==> config.mk <==
export PLATFORM = sky130hd
export DESIGN_NAME = rxn_timer_multi
export DESIGN_NICKNAME = d
export VERILOG_FILES = /design/src/rtl/rxn_pkg.sv /design/src/rtl/rxn_tick_gen.sv /design/src/rtl/rxn_timer_multi.sv
export SDC_FILE = /design/constraint.sdc
export NUM_CORES = 1
export LEC_CHECK = 0
export ABC_AREA = 1
export ABC_CLOCK_PERIOD_IN_PS = 2600
export BUFFER_PORTS_ARGS = -buffer_cell sky130_fd_sc_hd__buf_2
export CORE_UTILIZATION = 55
export CTS_CLUSTER_DIAMETER = 120
export DETAILED_ROUTE_END_ITERATION = 7
export GPL_ROUTABILITY_DRIVEN = 0
export PLACE_DENSITY = 0.77
export SLEW_MARGIN = 10
export SYNTH_ARGS = -nofsm -noshare
export SYNTH_HDL_FRONTEND = slang
export SYNTH_HIERARCHICAL = 1
export SYNTH_SLANG_ARGS = --single-unit
==> constraint.sdc <==
create_clock -name clk -period 2.6 [get_ports clk]
set_input_delay 0.78 -clock clk [delete_from_list [all_inputs] [get_ports clk]]
set_output_delay 0.78 -clock clk [all_outputs]
set_load 0.01 [all_outputs]
==> src/rtl/rxn_pkg.sv <==
// Shared types and helpers for the multi-player reaction timer.
package rxn_pkg;

  typedef enum logic [1:0] {
    IDLE  = 2'd0,
    ARMED = 2'd1,
    COUNT = 2'd2,
    DONE  = 2'd3
  } rxn_state_t;

  // Width of the winner index; a single-player build still gets one bit.
  function automatic int win_w(input int n_players);
    return (n_players > 1) ? $clog2(n_players) : 1;
  endfunction

endpackage

==> src/rtl/rxn_tick_gen.sv <==
// Prescaler: one-cycle tick every TICK_DIV enabled clocks, phase cleared by clr.
module rxn_tick_gen #(
  parameter int TICK_DIV = 50000
) (
  input  logic clk,
  input  logic rst_n,
  input  logic clr,
  input  logic en,
  output logic tick
);

  localparam int PH_W = (TICK_DIV > 1) ? $clog2(TICK_DIV) : 1;
  localparam logic [PH_W-1:0] PH_LAST = PH_W'(TICK_DIV - 1);

  logic [PH_W-1:0] phase;

  assign tick = en && (phase == PH_LAST);

  // Phase counter wraps on the tick and only advances while enabled.
  always_ff @(posedge clk) begin
    // NOTE: sequential state uses non-blocking assignments so every register
    // samples its inputs as they were before the edge, whatever the block order.
    if (!rst_n || clr) begin
      phase <= '0;
    end else if (en) begin
      phase <= tick ? '0 : phase + 1'b1;
    end
  end

endmodule

==> src/rtl/rxn_timer_multi.sv <==
// Multi-player reaction timer: round FSM, time counter, per-player latch bank
// and first-latch winner capture. Every output is a register.
module rxn_timer_multi
  import rxn_pkg::*;
#(
  parameter int N_PLAYERS = 4,
  parameter int CNT_W     = 16,
  parameter int TICK_DIV  = 50000,
  parameter int TIMEOUT   = 2000
) (
  input  logic                          clk,
  input  logic                          rst_n,
  input  logic                          arm,
  input  logic                          start,
  input  logic [N_PLAYERS-1:0]          stop,
  output logic                          busy,
  output logic                          rxn_done,
  output logic [N_PLAYERS*CNT_W-1:0]    rxn_time,
  output logic [N_PLAYERS-1:0]          rxn_valid,
  output logic [N_PLAYERS-1:0]          false_start,
  output logic                          timed_out,
  output logic [win_w(N_PLAYERS)-1:0]   winner,
  output logic                          winner_valid
);

  localparam int              WIN_W   = win_w(N_PLAYERS);
  localparam logic [CNT_W-1:0] CNT_MAX = '1;

  rxn_state_t           state, state_nx;
  logic [CNT_W-1:0]     cnt;
  logic                 tick, tick_clr, tick_en;
  logic [N_PLAYERS-1:0] hit;
  logic                 all_excl, all_done, timeout_hit;
  logic [WIN_W-1:0]     first_hit;

  assign tick_clr = (state == IDLE) && arm;
  assign tick_en  = (state == COUNT);

  rxn_tick_gen #(.TICK_DIV(TICK_DIV)) u_tick (
    .clk   (clk),
    .rst_n (rst_n),
    .clr   (tick_clr),
    .en    (tick_en),
    .tick  (tick)
  );

  // Per-player latch qualifiers and the round-exit conditions.
  always_comb begin
    // NOTE: every signal written here gets a default first, so no path
    // through the block leaves it unassigned and no latch is inferred.
    hit         = '0;
    first_hit   = '0;
    all_excl    = &(false_start | stop);
    timeout_hit = (32'(cnt) == 32'(TIMEOUT));
    if (state == COUNT) hit = stop & ~false_start & ~rxn_valid;
    all_done    = &(false_start | rxn_valid | hit);
    // Scan downward so the lowest latching index wins a tie.
    for (int i = N_PLAYERS - 1; i >= 0; i--) begin
      if (hit[i]) first_hit = WIN_W'(i);
    end
  end

  // Next-state logic for the round sequence.
  always_comb begin
    state_nx = state;
    case (state)
      IDLE:    if (arm) state_nx = ARMED;
      ARMED: begin
        // A false start in the same cycle as start still excludes the player.
        if (all_excl)   state_nx = DONE;
        else if (start) state_nx = COUNT;
      end
      COUNT:   if (all_done || timeout_hit) state_nx = DONE;
      DONE:    state_nx = IDLE;
      default: state_nx = IDLE;
    endcase
  end

  // State register plus the registered status flags derived from the next state.
  always_ff @(posedge clk) begin
    if (!rst_n) begin
      state    <= IDLE;
      busy     <= 1'b0;
      rxn_done <= 1'b0;
    end else begin
      state    <= state_nx;
      busy     <= (state_nx == ARMED) || (state_nx == COUNT);
      rxn_done <= (state_nx == DONE);
    end
  end

  // Time counter: cleared on arm, advances on prescaler ticks, saturates at all-ones.
  always_ff @(posedge clk) begin
    if (!rst_n) begin
      cnt <= '0;
    end else if (tick_clr) begin
      cnt <= '0;
    end else if (tick && cnt != CNT_MAX) begin
      cnt <= cnt + 1'b1;
    end
  end

  // Result bank: cleared on arm, false starts in ARMED, latches and winner in COUNT.
  always_ff @(posedge clk) begin
    if (!rst_n) begin
      rxn_time     <= '0;
      rxn_valid    <= '0;
      false_start  <= '0;
      timed_out    <= 1'b0;
      winner       <= '0;
      winner_valid <= 1'b0;
    end else begin
      case (state)
        IDLE: begin
          if (arm) begin
            rxn_time     <= '0;
            rxn_valid    <= '0;
            false_start  <= '0;
            timed_out    <= 1'b0;
            winner       <= '0;
            winner_valid <= 1'b0;
          end
        end
        ARMED: false_start <= false_start | stop;
        COUNT: begin
          for (int i = 0; i < N_PLAYERS; i++) begin
            if (hit[i]) rxn_time[i*CNT_W +: CNT_W] <= cnt;
          end
          rxn_valid <= rxn_valid | hit;
          if (|hit && !winner_valid) begin
            winner       <= first_hit;
            winner_valid <= 1'b1;
          end
          // Completion in the timeout cycle takes precedence over the timeout flag.
          if (timeout_hit && !all_done) timed_out <= 1'b1;
        end
        default: ;
      endcase
    end
  end

endmodule

* Word-level counts from Yosys, hierarchy flattened
Cells that the tools add are included.
** Word-level totals
- Logic and storage cells :: 95
- Flip-flop bits (word level) :: 112
- Bits of input ports :: 8
- Output and inout bits :: 78
** Operators by class
- Equal/unequal tests :: 16
- Reduce and logical (&&, ||, !) cells :: 26
- Multiplexer cells :: 28
- Bitwise gates (word level) :: 9
- $add $sub $neg :: 2
** Operators by type and width (number)
- $pmux W64 S2 :: 1
- $mux W16 :: 5
- $mux W64 :: 1
- $add A16 B1 Y16 const B :: 2
- $mux W2 :: 10
- $reduce_and A3 Y1 :: 6
- $eq A16 B11 Y1 const B :: 1
- $eq A16 B16 Y1 const B :: 1
- $ne A16 B16 Y1 const B :: 1
- $or A4 B4 Y4 :: 4
- $pmux W4 S2 :: 2
- $ne A2 B2 Y1 const B :: 7
- $and A4 B4 Y4 :: 2
- $eq A2 B2 Y1 const B :: 4
- $mux W4 :: 2
- $not A4 Y4 :: 2
- $pmux W2 S4 :: 1
- $reduce_and A4 Y1 :: 2
- $logic_and A1 B1 Y1 :: 5
- $eq A2 B1 Y1 const B :: 2
- $pmux W1 S2 :: 2
- $pmux W2 S2 :: 1
- $reduce_and A2 Y1 :: 2
- $reduce_bool A2 Y1 :: 2
- other kinds (7) :: 13

* Depth between registers and ports, before layout
Gate-level depths: netlist of the first run.
- Depth in word-level cells :: 11
- Mapped depth :: 11
- Mapped depth without buffers :: 11

* Hierarchy
The synthesis of the first run kept the hierarchy.
** Modules (own cells, without submodules)
- rxn_timer_multi :: times used 1, cells an instance 560, area an instance 4205.3 µm², sequential area each 1921.8 µm²
- rxn_tick_gen :: times used 1, cells an instance 145, area an instance 932.1 µm², sequential area each 320.3 µm²

* Worst setup path before layout of the first run
No wires, ideal clock.
- Path type :: reg-to-reg
- Start :: register state[1]
- End :: register cnt[10]
- Path slack :: 0.508 ns
- Buffers on the path :: 2
- Setup time :: 0.070 ns
- Cell stages (with the launch flop) :: 11
- Data required time :: 2.530 ns
- Arrival time :: 2.023 ns
- Clock period less this slack :: 2.092 ns
- Path through :: dfxtp_1 -> inv_2 -> nor2_8 -> buf_2 -> nand2_1 -> nor3_1 -> inv_1 -> nor2_4 -> buf_6 -> nand3_1 -> a21oi_1
** Between the ends
- Word-level cells in the longest chain between the ends :: 3
- Elaborated cells on any way between the ends :: 6
- Classes of those cells :: 1 x eq/ne; 5 x reduce/logical
** RTL lines
- from (decl) :: RTL line rxn_timer_multi.sv:29 : rxn_state_t state, state_nx;
- from (signal assigned) :: RTL line rxn_timer_multi.sv:86 : state <= state_nx;
- $eq A2 B2 Y1 :: RTL line rxn_timer_multi.sv:37 : assign tick_en = (state == COUNT);
- net tick_en :: RTL line rxn_timer_multi.sv:31 : logic tick, tick_clr, tick_en;
- $logic_and A1 B1 Y1 :: RTL line rxn_tick_gen.sv:17 : assign tick = en && (phase == PH_LAST);
- net tick :: RTL line rxn_timer_multi.sv:31
- $logic_and A1 B1 Y1 :: RTL line rxn_timer_multi.sv:98 : end else if (tick && cnt != CNT_MAX) begin
- to (signal assigned) :: RTL line rxn_timer_multi.sv:99 : cnt <= cnt + 1'b1;
- to (decl) :: RTL line rxn_timer_multi.sv:30 : logic [CNT_W-1:0] cnt;
The timed path passes the listed nets, and every way through them passes these cells.
A chain may end at the register's enable or synchronous reset.

* Worst setup path after layout of the first run
- Start :: register u_tick.phase[1]
- End :: register cnt[5]
** Between the ends
- Word-level cells in the longest chain between the ends :: 3
** RTL lines
- from (decl) :: RTL line rxn_tick_gen.sv:15 : logic [PH_W-1:0] phase;
- from (signal assigned) :: RTL line rxn_tick_gen.sv:26 : phase <= tick ? '0 : phase + 1'b1;
- $eq A16 B16 Y1 :: RTL line rxn_tick_gen.sv:17
- $logic_and A1 B1 Y1 :: RTL line rxn_tick_gen.sv:17
- net tick :: RTL line rxn_timer_multi.sv:31
- $logic_and A1 B1 Y1 :: RTL line rxn_timer_multi.sv:98
The timed path passes the listed nets, and every way through them passes these cells.

==> summary.md, run 1 <==
| Metric | Value |
|---|---|
| Synthesized cell area | 5140 µm² |
| Min Clock Period, post-route | 2.21 ns |
| Nets@finish | 796 |
| Syn Area/Cell | 7.29 µm² |
| Critical Path Sink Type | flip-flop |
| Final setup skew | 0.0153 ns |
| N_diodes | 0 |
| Clock share of power | 30.8% |
| RSZ-0062 raised after global routing | false |
| Vias in the first global route | 4,289 |
| CP peak stage delay | 0.42 ns |
| Power per cell area | 605 nW/µm² |
| Die ar. | 9730 µm² |
| GRT overflow | 0 |
| Register area share after synthesis | 43.6% |
| Initial Utilization | 57.8% |
| Drt drc | 0 |
| R2R Setup Slk | 0.39 ns |
| Wire length per cell | 14.2 µm |
| I/O pins | 86 |
| TritonCTS clock tree | done |
| Sink Count | 112 |
| Crit path required time | 2.91 ns |
| CTS buffer count | 9 |
| Root Driver | clkbuf_8 |
| Syn_nets | 717 |
| Fmax | 452 MHz |
| Hold Crit Class | flip-flop to flip-flop |
| CTS max path bufs | 2 |
| Tot GR Track Use | 26.5% |
| Area Overhead vs Synth | 12.5% |
| Core Footprint | 8890 µm² |
| CTS resizes | 0 |
| Pleak | 2.51 nW |
| Outcome | finished clean |
| CTS H-tree depth | 3 |
| Largest net degree at the start of global routing | 57 |
| Ys Warns | 6 |
| Initial antenna violation count | 0 |
| Setup violations, final | 0 |
| IO Port Bufs | 85 |
| Fill cell count | 784 |
| Die Width | 98.6 µm |
| Drt total wl | 12,800 µm |
| Setup_tns | 0 ns |
| Sequential share of power | 54.0% |
| Net switching power figure | 1.10 mW |
| Via density | 5.43 |
| Post-DP HPWL | 9300 µm |
| Max Cap Viol | 0 |
| Die Ht | 98.6 µm |
| Worst path most repeated cell | inv_1 |
| Postcts setup bufs | 0 |
| Crit-path max FO | 19 |
| Hold buffer count at cts | 0 |
| Critical Path, Cell by Cell | ha_1, inv_1, nor2_2, nand4_1, nor3_1, buf_4, inv_1, nor2_4, nand3_1, a21oi_1 |
| Switching share of power | 31.5% |
| Final worst path period share | 85.1% |
| Post-synth cell types | 31 |
| Comb pwr share | 15.1% |
| Layout cells sized above 1 | 20.7% |
| Clock transition at path regs | 0.12 ns |
| Final hold violation count | 0 |
| Setup CP Type | flip-flop to flip-flop |
| Fin. max-slew vios | 0 |
| VDD IR max | 0.364 mV |
| Final core utilization | 65.0% |
| Post-Syn Instances | 705 |
| Crit path DAT | 2.53 ns |
| Internal power | 2.40 mW |
| Worst skew pair latency | 0.39 ns |
| Tightest Pin Transition | 0.424 ns |
| Slowest cell on crit path | dfxtp_1 |
| Antenna violation net count after detailed routing | 0 |
| Detailed Routing Iterations Pass 1 | 5 |
| DR vias | 4,874 |
| First-pass GRT wire length | 20,700 µm |
| Site Rows | 34 |
| Headroom to the max-slew limit | 71.7% |
| FF+latch count, synth | 112 |
| Initial DRC Count | 262 |
| Startpoint types | flip-flop |
## per-layer routing
layer	vias up	part of all wire [%]	global-route usage, %
li1	2402	-	-
met1	2252	47	36.6
met2	197	46	43.4
met3	23	6.2	3.12
met4	0	1.7	8.84
met5	-	0	0
## power groups by stage
stage	clock network (mW)	logic, mW	registers, mW
floorplan	0	0.325	1.97
global placement	0	0.515	1.92
detailed placement	0	0.527	1.93
CTS	1.09	0.529	1.89
global route	1.17	0.584	1.90
finish	1.08	0.529	1.89
## layout make-up
class	count	area, µm²	area share [%]
clock buffers	9	124	2.14
flip-flops and latches	112	2240	38.8
repair buffers	88	448	7.75
well taps	108	135	2.34
inverters	63	244	4.22
multi-input cells	510	2490	43.1
clock inverters	7	93.8	1.62
## cell usage after synthesis
master / count / area, µm²
nor2_1: 187 / 702
dfxtp_1: 112 / 2240
nand2_1: 107 / 402
o21ai_0: 65 / 325
inv_1: 55 / 206
a21oi_1: 30 / 150
nor2_2: 25 / 156
nand3_1: 23 / 115
o21ai_1: 14 / 70.1
nand4_1: 12 / 75.1
buf_6: 10 / 113
xor2_1: 8 / 70.1
clkbuf_1: 7 / 26.3
inv_2: 6 / 22.5
nor2_4: 6 / 67.6
nand2_4: 5 / 56.3
nor3_1: 5 / 25.0
ha_1: 4 / 50.1
nand2_2: 4 / 25.0
nor2_8: 4 / 80.1
nand3_2: 3 / 30.0
a211oi_1: 2 / 15.0
buf_4: 2 / 15.0
nand3_4: 2 / 35.0
buf_2: 1 / 5.00
inv_4: 1 / 6.26
inv_6: 1 / 8.76
nand4_2: 1 / 12.5
o21ai_4: 1 / 16.3
o21bai_1: 1 / 7.51
o22ai_1: 1 / 6.26
## per-stage QoR
step / cells / area, µm² / hold slack (ns) / total power, mW / setup WS (ns)
global placement: 881 / 5560 / 0.457 / 2.44 / 0.541
global route: 897 / 5780 / 0.510 / 3.65 / 0.229
floorplan: 705 / 5140 / 0.452 / 2.29 / 0.508
CTS: 897 / 5780 / 0.494 / 3.51 / 0.411
finish: 897 / 5780 / 0.493 / 3.50 / 0.387
detailed placement: 881 / 5560 / 0.451 / 2.45 / 0.460
## worst max-delay path: cells and delay by family (launching register included)
family                   cells  cell delay [ns]
adder cells (fa/ha/maj)      1             0.21
flip-flops                   1             0.42
AO/OA/AOI/OAI                1             0.19
AND/OR/NAND/NOR              5             0.99
buffers and inverters        3             0.32
## cell families (layout without fill, tap and decap cells)
logic type      Yosys count  count (layout)  share of synthesized area, %
xor+xnor                  8               8                          1.36
compound gates          114             114                          11.5
simple gates            384             384                          34.7
fa+ha+maj                 4               4                         0.974
buf+inv                  83             167                          7.84
flops                   112             112                          43.6
## path summary, 6_finish.rpt
kind | start | to | cells after the start
worst max-delay path | u_tick/phase[1] | cnt[5] | 10
worst min-delay path | rxn_time[1] | rxn_time[1] | 2
worst max register to register | u_tick/phase[1] | cnt[5] | 10
worst min register to register | rxn_time[1] | rxn_time[1] | 2
## state kept, by name, summed over array words and instances (netlist names)
| name | flops |
|---|---|
| cnt | 16 |
| rxn_done | 1 |
| rxn_valid | 4 |
| state | 2 |
| winner_valid | 1 |
| timed_out | 1 |
| false_start | 4 |
| busy | 1 |
| winner | 2 |
| rxn_time | 64 |
| u_tick/phase | 16 |
## placed cells by master (no fill, tap or decap)
cell type	instances
nand2_2	4
nor2_2	25
o21ai_1	14
buf_4	3
inv_6	3
nor2_1	187
nand3_4	2
o21ai_0	65
nand2_1	107
nand4_1	12
clkbuf_8	9
inv_2	6
nor2_4	6
nand4_2	1
dfxtp_1	112
o22ai_1	1
o21bai_1	1
ha_1	4
o21ai_4	1
buf_2	85
inv_1	55
clkinv_8	4
inv_8	1
nand3_2	3
nor2_8	4
a21oi_1	30
nor3_1	5
xor2_1	8
nand3_1	23
a211oi_1	2
nand2_4	5
inv_4	1
No activity file was read; power rests on OpenSTA's default activity.
==> inputs of run 2 (changes only) <==
Settings changed: CORE_ASPECT_RATIO from default to 0.75.
==> run 2 against run 1 <==
Critical path depth unchanged. Sequential share of layout area decreased by 0.77 points. Final cell count increased by 2.0%. Non-clock buffer count decreased by 1. Total power increased by 11%. Core utilization increased by 0.17 points. Clock power increased by 37%. Setup slack got worse by 0.0059 ns. Wire length decreased by 1.9%. Critical endpoint is now cnt[2]. Highest routed layer unchanged.
==> summary.md, run 2 (synthesis results as in run 1) <==
| Metric | Value |
|---|---|
| Reg with most FFs | rxn_time |
| Final setup skew | 0.0117 ns |
| Crit-path leading delay family | simple AND/OR/NAND/NOR gates |
| CP peak stage delay | 0.40 ns |
| RSZ-0062 raised after global routing | false |
| Tot GR Track Use | 26.6% |
| Hold buffer count at cts | 0 |
| Register area | 2240 µm² |
| Cell Area, Placed | 5580 µm² |
| Startpoint types | flip-flop |
| Min Clock Period, post-route | 2.22 ns |
| Initial DRC Count | 537 |
| Crit path required time | 2.85 ns |
| N_diodes | 0 |
| Tightest Pin Transition | 0.516 ns |
| Wire length per cell | 13.7 µm |
| Regs by FF count | rxn_time x64, cnt x16, u_tick/phase x16 |
| Final worst path period share | 85.4% |
| Slowest cell on crit path | dfxtp_1 |
| Outcome | finished clean |
| Most frequent cells in the layout | nor2_1, dfxtp_1, nand2_1 |
| Critical Path, Cell by Cell | ha_1, inv_1, nor2_2, nand4_1, nor3_1, inv_1, nor2_4, nand2_1, nor2_1, nor2_1 |
| Setup CP Type | flip-flop to flip-flop |
| Clock transition at path regs | 0.07 ns |
| Comb pwr share | 13.7% |
| DR vias | 4,787 |
| Internal power | 2.85 mW |
| CTS buffer count | 9 |
| Switching share of power | 26.9% |
| Antenna violation net count after detailed routing | 0 |
| Power per cell area | 660 nW/µm² |
| Worst path buffer plus inverter count | 2 |
| Sequential share of power | 48.4% |
| CTS H-tree depth | 3 |
| Clock share of power | 38.0% |
| Sink Count | 112 |
| Most common cell after layout, fill and taps aside | nor2_1 |
| R2R Setup Slk | 0.38 ns |
| Drt drc | 0 |
| Final hold violation count | 0 |
| Via density | 5.23 |
| I/O pins | 86 |
| Crit-path max FO | 19 |
| Largest net degree at the start of global routing | 67 |
| Detailed Routing Iterations Pass 1 | 6 |
| Pleak | 2.55 nW |
| Headroom to the max-slew limit | 65.6% |
| Setup violations, final | 0 |
| Area Overhead vs Synth | 14.8% |
| Layout cells sized above 1 | 20.5% |
| Fill cell count | 782 |
| Drt total wl | 12,500 µm |
| TritonCTS clock tree | done |
| Core Footprint | 9050 µm² |
| Initial antenna violation count | 0 |
| Root Driver | clkbuf_16 |
| IO Port Bufs | 85 |
| Critical Path Sink Type | flip-flop |
| Total power | 3.89 mW |
| Site Rows | 30 |
| Nets@finish | 795 |
| Net switching power figure | 1.05 mW |
| Hold Crit Class | flip-flop to flip-flop |
| First-pass GRT wire length | 20,400 µm |
| Die Ht | 85.7 µm |
| Vias in the first global route | 4,216 |
| Postcts setup bufs | 0 |
| Die Width | 114 µm |
| Worst skew pair latency | 0.35 ns |
| Fmax | 451 MHz |
| CTS max path bufs | 2 |
| Setup_tns | 0 ns |
| Die ar. | 9740 µm² |
| Max Cap Viol | 0 |
| Initial Utilization | 56.8% |
| Post-DP HPWL | 9120 µm |
| VDD IR max | 0.538 mV |
| Max reg flops | 64 |
| Crit path DAT | 2.47 ns |
| CTS resizes | 0 |
| Finished Cell Area | 5900 µm² |
| Fin. max-slew vios | 0 |
| GRT overflow | 0 |
| Multi-input gate area | 2490 µm² |
[run 2: area by class of cell]
cell class	count	share of cell area, %
multi-input cells	510	42.3
clock buffers	9	3.82
clock inverters	6	1.55
flip-flops and latches	112	38.0
inverters	63	4.14
repair buffers	87	7.47
well taps	128	2.72
[run 2: worst paths after layout]
check,startpoint,endpoint,depth (start not counted)
worst min register to register,winner[1],winner[1],2
worst min-delay path,winner[1],winner[1],2
worst max-delay path,u_tick/phase[1],cnt[2],10
worst max register to register,u_tick/phase[1],cnt[2],10
[run 2: metal layers]
metal | vias up | global-route usage (%) | routed length (µm) | part of all wire, %
met5 | - | 0 | 0 | 0
met4 | 0 | 5.98 | 131 | 1.0
met3 | 13 | 7.07 | 999 | 8.0
met2 | 196 | 41.6 | 5510 | 44
met1 | 2187 | 36.7 | 5890 | 47
li1 | 2391 | - | - | -
[run 2: power groups by stage]
stage               Sequential [mW]  Combinational (mW)  Clock, mW
floorplan                      1.97               0.325          0
global placement               1.92               0.517          0
detailed placement             1.92               0.529          0
CTS                            1.88               0.531       1.49
global route                   1.90               0.593       1.56
finish                         1.88               0.532       1.48
[run 2: metrics by stage]
stage                     utilization [%]  setup WS [ns]  instances  hold slack [ns]
after global routing                 65.2          0.138        915            0.509
after CTS                            65.2          0.383        915            0.481
after global placement               61.7          0.481        900            0.462
final                                65.2          0.381        915            0.483
after floorplan                         -          0.508        705            0.452
after detailed placement             61.7          0.389        900            0.470
[run 2: tightest hold or removal path, delay by kind of cell, from the launching register on]
kind            cells  cell delay (ns)
compound gates      1             0.05
flops               1             0.31
simple gates        1             0.07
==> inputs of run 3 (changes only) <==
Settings changed: PLACE_DENSITY 0.77 to 0.78.
==> run 3 against run 2 <==
Maximum frequency down 2.6%. Non-clock buffer count unchanged. Global-route usage fell by 0.16 points. Core utilization shrank 0.14 points. Design area shrank 0.21%. Setup slack worse by 0.060 ns. Final cell count increased by 0.11%. Critical endpoint unchanged. Largest power group unchanged.
==> summary.md, run 3 (synthesis results as in run 1) <==
| Metric | Value |
|---|---|
| Cell Area, Placed | 5580 µm² |
| IO Port Bufs | 85 |
| Pre-CTS setup slack | 0.371 ns |
| Crit path required time | 2.85 ns |
| CTS max path bufs | 2 |
| Power per cell area | 651 nW/µm² |
| Finished Cell Area | 5880 µm² |
| Setup violations, final | 0 |
| Fin. max-slew vios | 0 |
| Drt drc | 0 |
| Sink Count | 112 |
| Reg with most FFs | rxn_time |
| Total power | 3.83 mW |
| Hold path endpoint | rxn_time[49] |
| RSZ-0062 raised after global routing | false |
| Die Ht | 85.7 µm |
| Worst Hold Depth | 2 |
| Fmax | 439 MHz |
| CTS resizes | 0 |
| Detailed Routing Iterations Pass 1 | 5 |
| Worst skew pair latency | 0.35 ns |
| Critical Path, Cell by Cell | ha_1, inv_1, nor2_2, nand4_1, nor3_1, inv_1, nor2_4, nand2_1, nor2_1, nor2_1 |
| Final hold violation count | 0 |
| N_diodes | 0 |
| Die Width | 114 µm |
| Crit path DAT | 2.53 ns |
| R2R Setup Slk | 0.32 ns |
| CP peak stage delay | 0.43 ns |
| Largest net degree at the start of global routing | 59 |
| Tightest Pin Transition | 0.531 ns |
| First-pass GRT wire length | 20,300 µm |
| Vias in the first global route | 4,242 |
| Core Footprint | 9050 µm² |
| Post-DP HPWL | 9000 µm |
| Setup CP Type | flip-flop to flip-flop |
| Layout cells sized above 1 | 20.4% |
| Max Cap Viol | 0 |
| Clock transition at path regs | 0.07 ns |
| CTS buffer count | 9 |
| GRT overflow | 0 |
| Most common cell after layout, fill and taps aside | nor2_1 |
| Setup_tns | 0 ns |
| Crit-path max FO | 19 |
| Via density | 5.26 |
| Most frequent cells in the layout | nor2_1, dfxtp_1, nand2_1 |
| Tot GR Track Use | 26.4% |
| TritonCTS clock tree | done |
| DR vias | 4,816 |
| Wire length per cell | 13.6 µm |
| Startpoint types | flip-flop |
| Postcts setup bufs | 0 |
| Hold buffer count at cts | 0 |
| Regs by FF count | rxn_time x64, cnt x16, u_tick/phase x16 |
| Final setup skew | 0.00900 ns |
| Site Rows | 30 |
| Hold Crit Class | flip-flop to flip-flop |
| Worst path buffer plus inverter count | 2 |
| Initial DRC Count | 385 |
| Outcome | finished clean |
| Register-to-Register Path Depth | 10 |
| Initial antenna violation count | 0 |
| Pleak | 2.54 nW |
| Fill cell count | 780 |
| Slowest cell on crit path | nor3_1 |
| Root Driver | clkbuf_16 |
| Nets@finish | 795 |
| Drt total wl | 12,500 µm |
| Die ar. | 9740 µm² |
| CTS H-tree depth | 3 |
| Critical Path Sink Type | flip-flop |
| Area Overhead vs Synth | 14.5% |
| I/O pins | 86 |
| Antenna violation net count after detailed routing | 0 |
| Final worst path period share | 87.6% |
| VDD IR max | 0.354 mV |
| Headroom to the max-slew limit | 64.3% |
| Crit-path leading delay family | simple AND/OR/NAND/NOR gates |
| Final setup margin | 0.321 ns |
| Hold path startpoint | rxn_time[49] |
| FF-to-FF Start | u_tick/phase[0] |
| Initial Utilization | 56.8% |
| Min Clock Period, post-route | 2.28 ns |
| Max reg flops | 64 |
| Worst r2r dst | cnt[2] |
==> run 3: cell types whose count changed in the layout (fill, tap and decap cells not counted) <==
cell / change
inv_8: +1
clkbuf_1: +1
inv_6: -1
clkinv_4: +1
bufinv_16: -1
clkinvlp_4: +1
clkinv_2: -1
==> run 3: layer usage <==
| layer | part of all wire, % | GRT usage [%] |
|---|---|---|
| met1 | 47 | 36.9 |
| met4 | 1.4 | 8.37 |
| met5 | 0 | 0 |
| met3 | 7.9 | 5.65 |
| met2 | 43 | 40.9 |
==> run 3: area by class of cell <==
| cell class | instances | area (µm²) | share of cell area, % |
|---|---|---|---|
| timing repair buffer | 87 | 440 | 7.49 |
| inverter | 63 | 244 | 4.15 |
| tap | 128 | 160 | 2.72 |
| multi-input combinational | 510 | 2490 | 42.4 |
| sequential | 112 | 2240 | 38.1 |
| clock buffer | 10 | 229 | 3.89 |
| clock inverter | 6 | 75.1 | 1.28 |
==> run 3: worst max path at each step <==
stage,start,to,slack [ns],cells after the start
floorplan,state[1],cnt[10],0.51,10
global placement,u_tick/phase[0],cnt[2],0.48,10
detailed placement,u_tick/phase[0],cnt[2],0.37,10
CTS,u_tick/phase[0],cnt[9],0.37,10
global route,u_tick/phase[1],cnt[2],0.07,10
finish,u_tick/phase[0],cnt[2],0.32,10
==> run 3: power by group <==
group	total, mW	internal (mW)	switching (mW)
Combinational	0.536	0.178	0.358
Clock	1.41	0.762	0.649
Sequential	1.88	1.82	0.0600
==> run 3: worst min-delay path, delay by kind of cell, from the launching register on <==
kind | cells | cell delay, ns
AND/OR/NAND/NOR | 2 | 0.13
flip-flops | 1 | 0.33
==> run 3: per-stage QoR <==
step	instances	util (%)	hold WS, ns
after detailed placement	900	61.7	0.468
after global routing	916	65.0	0.508
after floorplan	705	-	0.452
after global placement	900	61.7	0.460
final	916	65.0	0.483
after CTS	916	65.0	0.481
